--- config.mk ---
export PLATFORM = sky130hd
export DESIGN_NAME = fetch_pc_gen
export DESIGN_NICKNAME = d
export VERILOG_FILES = /design/src/rtl/fetch_pc_gen.sv
export SDC_FILE = /design/constraint.sdc
export NUM_CORES = 1
export LEC_CHECK = 0
export ABC_CLOCK_PERIOD_IN_PS = 4300
export BUFFER_PORTS_ARGS = -buffer_cell sky130_fd_sc_hd__buf_2
export CAP_MARGIN = 20
export CORE_MARGIN = 5
export CORE_UTILIZATION = 49
export CTS_CLUSTER_DIAMETER = 100
export DETAILED_ROUTE_END_ITERATION = 10
export PLACE_DENSITY = 0.81
export SYNTH_ARGS = -nofsm -noshare
export SYNTH_HDL_FRONTEND = slang
export SYNTH_SLANG_ARGS = --single-unit
--- constraint.sdc ---
create_clock -name clk -period 4.3 [get_ports clk]
set_clock_uncertainty 0.2 [all_clocks]
set_input_delay 0.86 -clock clk [delete_from_list [all_inputs] [get_ports clk]]
set_output_delay 0.86 -clock clk [all_outputs]
set_load 0.02 [all_outputs]
--- src/rtl/fetch_pc_gen.sv ---
// Fetch PC generator with prioritised redirects, stall-time redirect capture and an optional return-address stack.
// Define FETCH_PC_RAS_EN to compile in the return-address stack.
module fetch_pc_gen #(
  parameter int unsigned        ADDR_W       = 32,
  parameter int unsigned        INSN_BYTES   = 4,
  parameter logic [ADDR_W-1:0]  RESET_PC     = ADDR_W'(32'h0000_0000),
  parameter logic [ADDR_W-1:0]  EXCEPTION_PC = ADDR_W'(32'h0000_2000),
  parameter int unsigned        RAS_DEPTH    = 8
) (
  input  logic                         clk,
  input  logic                         reset,
  input  logic                         pc_write,
  input  logic                         exc_valid,
  input  logic                         br_valid,
  input  logic [ADDR_W-1:0]            br_target,
  input  logic                         jmp_valid,
  input  logic [ADDR_W-1:0]            jmp_target,
  input  logic                         jmp_is_call,
  input  logic [ADDR_W-1:0]            jmp_link,
  input  logic                         ret_valid,
  input  logic [ADDR_W-1:0]            ret_target,
  output logic [ADDR_W-1:0]            pc,
  output logic                         redirect_pending,
  output logic [$clog2(RAS_DEPTH):0]   ras_count,
  output logic                         ras_overflow
);

  localparam int unsigned SP_W  = $clog2(RAS_DEPTH);
  localparam int unsigned CNT_W = SP_W + 1;

  typedef enum logic [1:0] {
    PRIO_NONE = 2'd0,
    PRIO_JR   = 2'd1,
    PRIO_BR   = 2'd2,
    PRIO_EXC  = 2'd3
  } prio_t;

  logic [ADDR_W-1:0] r_pc;
  logic              r_pend;
  prio_t             r_pend_prio;
  logic [ADDR_W-1:0] r_pend_tgt;

  logic              w_live_valid;
  prio_t             w_live_prio;
  logic [ADDR_W-1:0] w_live_tgt;
  logic              w_live_wins;
  logic              w_capture;
  logic              w_take_live;
  logic [ADDR_W-1:0] w_next_pc;
  logic [ADDR_W-1:0] w_ret_tgt;

  always_comb begin
    w_live_valid = 1'b0;
    w_live_prio  = PRIO_NONE;
    w_live_tgt   = '0;
    if (exc_valid) begin
      w_live_valid = 1'b1;
      w_live_prio  = PRIO_EXC;
      w_live_tgt   = EXCEPTION_PC;
    end else if (br_valid) begin
      w_live_valid = 1'b1;
      w_live_prio  = PRIO_BR;
      w_live_tgt   = br_target;
    end else if (jmp_valid) begin
      w_live_valid = 1'b1;
      w_live_prio  = PRIO_JR;
      w_live_tgt   = jmp_target;
    end else if (ret_valid) begin
      w_live_valid = 1'b1;
      w_live_prio  = PRIO_JR;
      w_live_tgt   = w_ret_tgt;
    end
  end

  // A live redirect beats a pending one of equal priority, both when capturing and when applying.
  assign w_live_wins = w_live_valid && (!r_pend || (w_live_prio >= r_pend_prio));
  assign w_capture   = !pc_write && w_live_wins;
  assign w_take_live = pc_write && w_live_wins;

  always_comb begin
    w_next_pc = r_pc + ADDR_W'(INSN_BYTES);
    if (w_take_live)
      w_next_pc = w_live_tgt;
    else if (r_pend)
      w_next_pc = r_pend_tgt;
  end

  always_ff @(posedge clk) begin
    if (reset) begin
      r_pc        <= RESET_PC;
      r_pend      <= 1'b0;
      r_pend_prio <= PRIO_NONE;
      r_pend_tgt  <= '0;
    end else if (pc_write) begin
      r_pc   <= w_next_pc;
      r_pend <= 1'b0;
    end else if (w_capture) begin
      r_pend      <= 1'b1;
      r_pend_prio <= w_live_prio;
      r_pend_tgt  <= w_live_tgt;
    end
  end

  assign pc               = r_pc;
  assign redirect_pending = r_pend;

`ifdef FETCH_PC_RAS_EN
  logic [ADDR_W-1:0] r_ras [RAS_DEPTH];
  logic [SP_W-1:0]   r_sp;
  logic [CNT_W-1:0]  r_cnt;
  logic              r_ovf;
  logic              r_pend_call;
  logic              r_pend_ret;
  logic [ADDR_W-1:0] r_pend_link;

  logic              w_live_call;
  logic              w_live_ret;
  logic              w_push;
  logic              w_pop;
  logic [ADDR_W-1:0] w_push_link;
  logic              w_ras_full;

  assign w_ras_full = (r_cnt == CNT_W'(RAS_DEPTH));
  assign w_ret_tgt  = (r_cnt != '0) ? r_ras[r_sp - SP_W'(1)] : ret_target;

  always_comb begin
    w_live_call = 1'b0;
    w_live_ret  = 1'b0;
    if (!exc_valid && !br_valid) begin
      if (jmp_valid)
        w_live_call = jmp_is_call;
      else if (ret_valid)
        w_live_ret = 1'b1;
    end
  end

  // Stack effects follow whichever redirect actually lands on pc; the loser leaves the stack alone.
  always_comb begin
    w_push      = 1'b0;
    w_pop       = 1'b0;
    w_push_link = r_pend_link;
    if (w_take_live) begin
      w_push      = w_live_call;
      w_pop       = w_live_ret && (r_cnt != '0);
      w_push_link = jmp_link;
    end else if (pc_write && r_pend) begin
      w_push = r_pend_call;
      w_pop  = r_pend_ret && (r_cnt != '0);
    end
  end

  always_ff @(posedge clk) begin
    if (reset) begin
      r_sp  <= '0;
      r_cnt <= '0;
      r_ovf <= 1'b0;
    end else if (w_push) begin
      r_sp <= r_sp + SP_W'(1);
      if (w_ras_full)
        r_ovf <= 1'b1;
      else
        r_cnt <= r_cnt + CNT_W'(1);
    end else if (w_pop) begin
      r_sp  <= r_sp - SP_W'(1);
      r_cnt <= r_cnt - CNT_W'(1);
    end
  end

  always_ff @(posedge clk) begin
    if (!reset && w_push)
      r_ras[r_sp] <= w_push_link;
  end

  always_ff @(posedge clk) begin
    if (reset) begin
      r_pend_call <= 1'b0;
      r_pend_ret  <= 1'b0;
      r_pend_link <= '0;
    end else if (w_capture) begin
      r_pend_call <= w_live_call;
      r_pend_ret  <= w_live_ret;
      r_pend_link <= jmp_link;
    end
  end

  assign ras_count    = r_cnt;
  assign ras_overflow = r_ovf;
`else
  logic w_unused;

  assign w_ret_tgt    = ret_target;
  assign w_unused     = ^{jmp_is_call, jmp_link};
  assign ras_count    = '0;
  assign ras_overflow = 1'b0;
`endif

endmodule

* After elaboration in Yosys (flattened, before gate mapping)
Cells that the tools add are included.
** Storage, ports and cells
- Register bits after elaboration :: 67
- Bits of input ports :: 136
- Output and inout bits :: 38
- Logic and storage cells :: 29
** Cells by class
- Add/sub/neg operators :: 1
- $lt $le $gt $ge :: 1
- Muxes and demuxes :: 14
- Bitwise operators :: 1
- Reduce and logical (&&, ||, !) cells :: 8
** Operator list (number)
- 32-bit 2-to-1 mux :: 6
- 32-bit by 3-bit adder with 32-bit output, second input constant :: 1
- 1-bit 2-to-1 mux :: 6
- 2-bit 2-to-1 mux :: 2
- 1-bit logical AND :: 3
- 2-bit greater-or-equal comparator :: 1
- 1-bit zero test :: 2
- 2-bit AND reduction :: 1
- 2-bit OR reduction :: 1
- 1-bit logical OR :: 1
- 1-bit NOT :: 1

* Depth between registers and ports, before layout
Gate-level depths: netlist of run 1.
- Depth after elaboration :: 9
- Depth in mapped cells :: 14
- Gate-level depth less buffers :: 10

* Worst setup path before layout of run 1
OpenSTA, ideal clock, no wires.
- Path kind :: input-to-reg
- From :: input port br_valid
- To :: register r_pc[15], in the netlist pc[15]
- Setup time :: 0.086 ns
- Arrival time :: 3.192 ns
- Required time :: 4.014 ns
- Path slack :: 0.822 ns
- Stages on the path :: 13
- Buffers on the path :: 4
- Cells stage by stage :: clkbuf_1 > buf_1 > nor2_1 > nor2_1 > ha_1 > nand2b_1 > a211oi_1 > or2_2 > clkbuf_1 > clkbuf_1 > o21ai_0 > a2bb2oi_1 > a211oi_1
** On the way
- Longest elaborated chain between the ends :: 7
- Elaborated cells on any way between the ends :: 11
- Those cells by class :: order compare: 1; mux: 7; reduce/logical: 3
** Ends and longest elaborated chain
- start: declaration :: RTL line 14 : input logic br_valid,
- 2-bit 2-to-1 mux :: RTL line 60 : end else if (br_valid) begin
- 2-bit 2-to-1 mux :: RTL line 56 : if (exc_valid) begin
- 2-bit greater-or-equal comparator :: RTL line 76 : assign w_live_wins = w_live_valid && (!r_pend || (w_live_prio >= r_pend_prio));
- 1-bit logical OR :: RTL line 76
- 1-bit logical AND :: RTL line 76
- 1-bit logical AND :: RTL line 78 : assign w_take_live = pc_write && w_live_wins;
- 32-bit 2-to-1 mux * :: RTL line 82 : if (w_take_live)
- end signal: assignment :: RTL line 95 : r_pc <= w_next_pc;
- end: declaration :: RTL line 38 : logic [ADDR_W-1:0] r_pc;
Mark *: on every way between the ends. The rest lies on a longest branch, timed or not.
A chain may end at the register's enable or synchronous reset.

* Final worst setup path of run 1
- From :: input port exc_valid
- To :: register r_pend_tgt[4]
** On the way
- Longest elaborated chain between the ends :: 6
- Elaborated cells on any way between the ends :: 8
- Those cells by class :: order compare: 1; mux: 3; reduce/logical: 4
** Ends and longest elaborated chain
- start: declaration :: RTL line 13 : input logic exc_valid,
- 2-bit 2-to-1 mux :: RTL line 56
- 2-bit greater-or-equal comparator :: RTL line 76
- 1-bit logical OR :: RTL line 76
- 1-bit logical AND :: RTL line 76
- 1-bit logical AND :: RTL line 77 : assign w_capture = !pc_write && w_live_wins;
- 2-bit AND reduction (no source line)
- end signal: assignment :: RTL line 100 : r_pend_tgt <= w_live_tgt;
- end: declaration :: RTL line 41 : logic [ADDR_W-1:0] r_pend_tgt;
Parallel ways exist; a longest one is shown, timed or not.

==> reports/qor.yml, run 1 <==
run_status: "completed"
synth_area_leaders: "dfxtp_1 31%, nand2_1 8.3%, a221oi_1 6.5%"
yosys.cell_count.top_type: "nand2_1"
finalNetCount: 845
fin_util_pct: 60.2
grt_busiest_layer: "met2"
maxSlewHeadroom_pct: 43.8
vias: 4773
met1_usage_pct: 33.2
ys_seq_elements: 67
cts_buffers: 9
synth.distinct_cells: 58
synth-seq-area-share_pct: 31.0
regArea_um2: 1340
grt_pass1_wl_um: 22400
path_clk_slew_ps: 70
required_ps: 4380
wl_per_cell_um: 17.2
clockRootBuffer: "clkbuf_8"
worstSetupPathType: "input port to register"
p_per_area_nw_per_um2: 308
p_leak_nw: 2.08
setup_tns_ps: 0
dpl.hpwl_um: 10200
maxSlewViolCount: 0
row_count: 34
peakVddDrop_mv: 0.169
initialDrtViolationCount: 345
cts.sink_count: 67
hold_viol_final: 0
multi_input_area_um2: 2710
synth_top_flop_cell: "dfxtp_1"
fin_crit_sh_pct: 73.8
die_w_um: 104
fmaxAchievable_ghz: 0.315
cts_tree: "done"
yosysTopAreaCellShare_pct: 31.0
cts_hold_buf: 0
ys_async_sr_fraction_pct: 0
routed_wl_um: 14100
crit_fanout: 19
grt-ovfl-total: 0
startpoint_type: "input port"
coreArea_um2: 8680
grt_usage_pct: 24.9
cts_buffer_depth: 2
rsz0062_at_grt: "false"
yosys_warnings: 0
worst_slack_ps: 1130
worst_pin_slew_ps: 843
gp_congestion: 0.917
cap_violations: 0
grt_max_degree: 64
ctsResizeCount: 0
syn-instance-count: 597
grtUsageMet2_pct: 39.5
drive_gt1_share_pct: 25.2
die_h_um: 104
drc: 0
hold-worst-slack_ps: 251
dp_cells: 803
synth-edff-count: 0
cp.arrival_ps: 3250
insertion_delay_ps: 360
synthToLayoutAreaGrowth_pct: 20.8
synth_area_um2: 4320
pre_cts_ws_ps: 791
period_minus_slack_ps: 3170
antenna_cells: 0
finalNonFillerCells: 818
htree_levels: 3
critPathCaptureType: "register"
ant_nets: 0
hold_class: "register to register"
cts_setup_buffers: 0
n_fill_cell: 829
yosys.area.top_type: "dfxtp_1"
io_pins: 174
grt_pass1_vias: 4410
antenna_found_initial: 0
setup_viol: 0
drt_pass1_iterations: 5
portBuffers: 135
via_per_inst: 5.83
die_area_um2: 10800
synthTopCellsByCount: "96 x nand2_1, 67 x dfxtp_1, 53 x a21oi_1, 47 x nor2_1, 43 x clkbuf_1"
syn_area_per_cell_um2: 7.24
gr-usage-met3_pct: 6.02
initial_core_util_pct: 49.8
==> worst paths after layout <==
check	slack, ps	depth (start not counted)	startpoint	to
max reg2reg	1390	7	redirect_pending	r_pend_tgt[4]
min reg2reg	250	2	r_pend_tgt[17]	r_pend_tgt[17]
min	250	2	r_pend_tgt[17]	r_pend_tgt[17]
max	1130	10	exc_valid	r_pend_tgt[4]
==> metrics by stage <==
stage               total power, mW  area [µm²]
floorplan                     0.939        4340
global placement               1.07        5030
detailed placement             1.08        5030
CTS                            1.60        5220
global route                   1.67        5220
finish                         1.61        5220
==> cell type report <==
class                      count  share of cell area (%)
inverter                      11                   0.791
clock inverter                 2                   0.671
multi-input combinational    466                    52.0
tap                          108                    2.59
clock buffer                  13                    3.04
sequential                    67                    25.7
timing repair buffer         151                    15.2
==> power breakdown <==
| group | switching (mW) | internal (mW) | total [mW] |
|---|---|---|---|
| sequential | 0.0416 | 0.659 | 0.701 |
| clock | 0.245 | 0.296 | 0.541 |
| combinational | 0.220 | 0.145 | 0.365 |
| total | 0.507 | 1.10 | 1.61 |
==> worst max-delay path, stage by stage <==
cell	delay, ps
buf_2	230
nor2_1	110
ha_1	280
nand2b_1	120
a211oi_1	100
or2_2	340
nor2_2	580
buf_4	400
nand2_1	80
a21oi_1	140
==> placed cells by master (no fill, tap or decap), types with 2 or more instances in the layout <==
cell        n
a211oi_1   18
a211oi_2    2
a21o_1      2
a21oi_1    53
a221o_1     2
a221oi_1   32
a311oi_1    3
a32oi_1     2
and2_1      2
and3_1      3
buf_2     135
buf_4      16
clkbuf_1    2
clkbuf_8   11
conb_1      5
dfxtp_1    67
ha_1        3
inv_1      10
mux2i_1     6
nand2_1    96
nand2b_1    7
nand3_1    15
nand4_1     6
nor2_1     45
nor2_2      2
nor2b_1    29
nor3_1     37
nor4_1      5
nor4_2      3
o211ai_1    5
o21a_1      4
o21ai_0    29
o31ai_1     2
or3_1       4
or4_1       2
xnor2_1    16
xor2_1      5
==> sequential cells by signal (all words and copies together) (netlist names) <==
register and flops:
pc 32, r_pend_prio 2, r_pend_tgt 32, redirect_pending 1
==> metal layers <==
| layer | vias to the layer above | part of all wire [%] |
|---|---|---|
| met2 | 222 | 47 |
| met1 | 2184 | 43 |
| met4 | 0 | 1.5 |
| met3 | 19 | 8.3 |
| li1 | 2348 | - |
| met5 | - | 0 |
==> kinds of logic (layout without fill, tap and decap cells) <==
family / count (synthesis) / in the layout / synth area share, %
other cells: 1 / 5 / 0.0868
simple gates: 264 / 264 / 29.7
fa+ha+maj: 3 / 3 / 0.869
xor+xnor: 21 / 21 / 4.26
compound gates: 167 / 167 / 25.9
buf+inv: 68 / 177 / 6.69
mux: 6 / 6 / 1.39
flops: 67 / 67 / 31.0
Power figures use the tool's default switching activity.
==> run 2, diff against run 1 <==
--- a/config.mk
+++ b/config.mk
@@ -5,7 +5,7 @@
 export SDC_FILE = /design/constraint.sdc
 export NUM_CORES = 1
 export LEC_CHECK = 0
-export ABC_CLOCK_PERIOD_IN_PS = 4300
+export ABC_CLOCK_PERIOD_IN_PS = 3300
 export BUFFER_PORTS_ARGS = -buffer_cell sky130_fd_sc_hd__buf_2
 export CAP_MARGIN = 20
 export CORE_MARGIN = 5
==> constraint.sdc (replaced) <==
create_clock -name clk -period 3.3 [get_ports clk]
set_clock_uncertainty 0.2 [all_clocks]
set_input_delay 0.66 -clock clk [delete_from_list [all_inputs] [get_ports clk]]
set_output_delay 0.66 -clock clk [all_outputs]
set_load 0.02 [all_outputs]
==> run 2 against run 1 <==
Compared with the run above:
- sequential cell count stayed put
- combinational power is 32% higher
- worst setup slack worse by 660 ps
- total power is 33% higher
- worst hold slack better by 2.3 ps
- via count is 2.4% higher
- core utilization is 0.63 points higher
- critical path type unchanged
- highest routed layer unchanged
==> reports/qor.yml, run 2 (same netlist as run 1, synthesis figures left out) <==
run_status: "completed"
hold_class: "register to register"
drive_gt1_share_pct: 25.5
drt_pass1_iterations: 5
fin_crit_sh_pct: 85.7
coreArea_um2: 8680
grt_max_degree: 64
cp.buffers_inverters: 2
hold_viol_final: 0
regArea_um2: 1340
finalInstanceArea_um2: 5280
die_h_um: 104
fin_util_pct: 60.8
period_minus_slack_ps: 2830
setup_tns_ps: 0
cp_common_cell: "nor2_1"
dpl_cell_area_um2: 5070
maxSlewHeadroom_pct: 60.5
gp_congestion: 0.921
n_fill_cell: 824
portBuffers: 135
rsz0062_at_grt: "false"
wl_per_cell_um: 17.4
cts_hold_buf: 0
worst_path_max_delay_cell: "or2_2"
pre_cts_ws_ps: 182
drc: 0
grt_usage_pct: 25.4
synthToLayoutAreaGrowth_pct: 22.1
multi_input_area_um2: 2710
row_count: 34
clockRootBuffer: "clkbuf_8"
grt_pass1_wl_um: 23100
die_area_um2: 10800
cts_buffer_depth: 2
r2r_slack_ps: 620
final_cell_mix: "135 x buf_2, 96 x nand2_1, 67 x dfxtp_1, 53 x a21oi_1, 45 x nor2_1"
fmaxAchievable_ghz: 0.353
grt_pass1_vias: 4752
p_per_area_nw_per_um2: 404
antenna_found_initial: 0
ant_nets: 0
cp.arrival_ps: 2870
finalPower_mw: 2.13
initial_core_util_pct: 49.8
final_common_cell: "buf_2"
worst_slack_ps: 471
peakVddDrop_mv: 0.184
insertion_delay_ps: 340
finalNetCount: 847
cts_setup_buffers: 0
cts.sink_count: 67
worstSetupPathType: "input port to register"
htree_levels: 3
critPathCaptureType: "register"
initialDrtViolationCount: 458
worst_pin_slew_ps: 587
cts_tree: "done"
routed_wl_um: 14300
crit_path_max_incr_delay_ps: 390
io_pins: 174
setup_viol: 0
ctsResizeCount: 0
p_leak_nw: 2.11
startpoint_type: "input port"
crit_family: "simple AND/OR/NAND/NOR gates"
die_w_um: 104
cap_violations: 0
maxSlewViolCount: 0
crit_chain: "buf_2 > nor2_1 > nor2_1 > nor2_1 > ha_1 > nand2b_1 > a211oi_1 > or2_2 > buf_4 > o21a_1 > o21ai_0 > a211oi_1"
path_clk_slew_ps: 70
required_ps: 3340
vias: 4887
dpl.hpwl_um: 10400
antenna_cells: 0
crit_fanout: 15
cts_buffers: 9
grt-ovfl-total: 0
via_per_inst: 5.95
run 2: layout make-up:
type,count,share of cell area [%]
clock buffers,11,2.49
flip-flops and latches,67,25.4
repair buffers,153,15.8
clock inverters,5,1.47
multi-input cells,466,51.4
inverters,11,0.783
well taps,108,2.56
run 2: tightest hold or removal path, cell delays in order (launching register included):
cell	delay [ps]
dfxtp_1	310
nand2_1	50
a21oi_1	50
run 2: worst paths after layout:
path | cells after the start | to | startpoint
max | 12 | pc[28] | ret_valid
max reg2reg | 6 | pc[25] | pc[10]
min reg2reg | 2 | r_pend_tgt[15] | r_pend_tgt[15]
min | 2 | r_pend_tgt[15] | r_pend_tgt[15]
run 2: stage by stage:
step                      instances  hold slack (ps)
after CTS                       821              254
after global routing            821              274
after floorplan                 601              231
after detailed placement        805              244
after global placement          805              236
final                           821              253
run 2: metal layers:
layer	up-vias	part of all wire (%)	GRT usage [%]
li1	2352	-	-
met1	2240	42	33.4
met2	266	47	41.7
met3	29	9.6	5.65
met4	0	1.6	7.40
met5	-	0	0
run 2: report_power, final:
part	switching, mW	internal [mW]
Clock	0.314	0.424
Combinational	0.288	0.193
Sequential	0.0558	0.859
Total	0.658	1.47
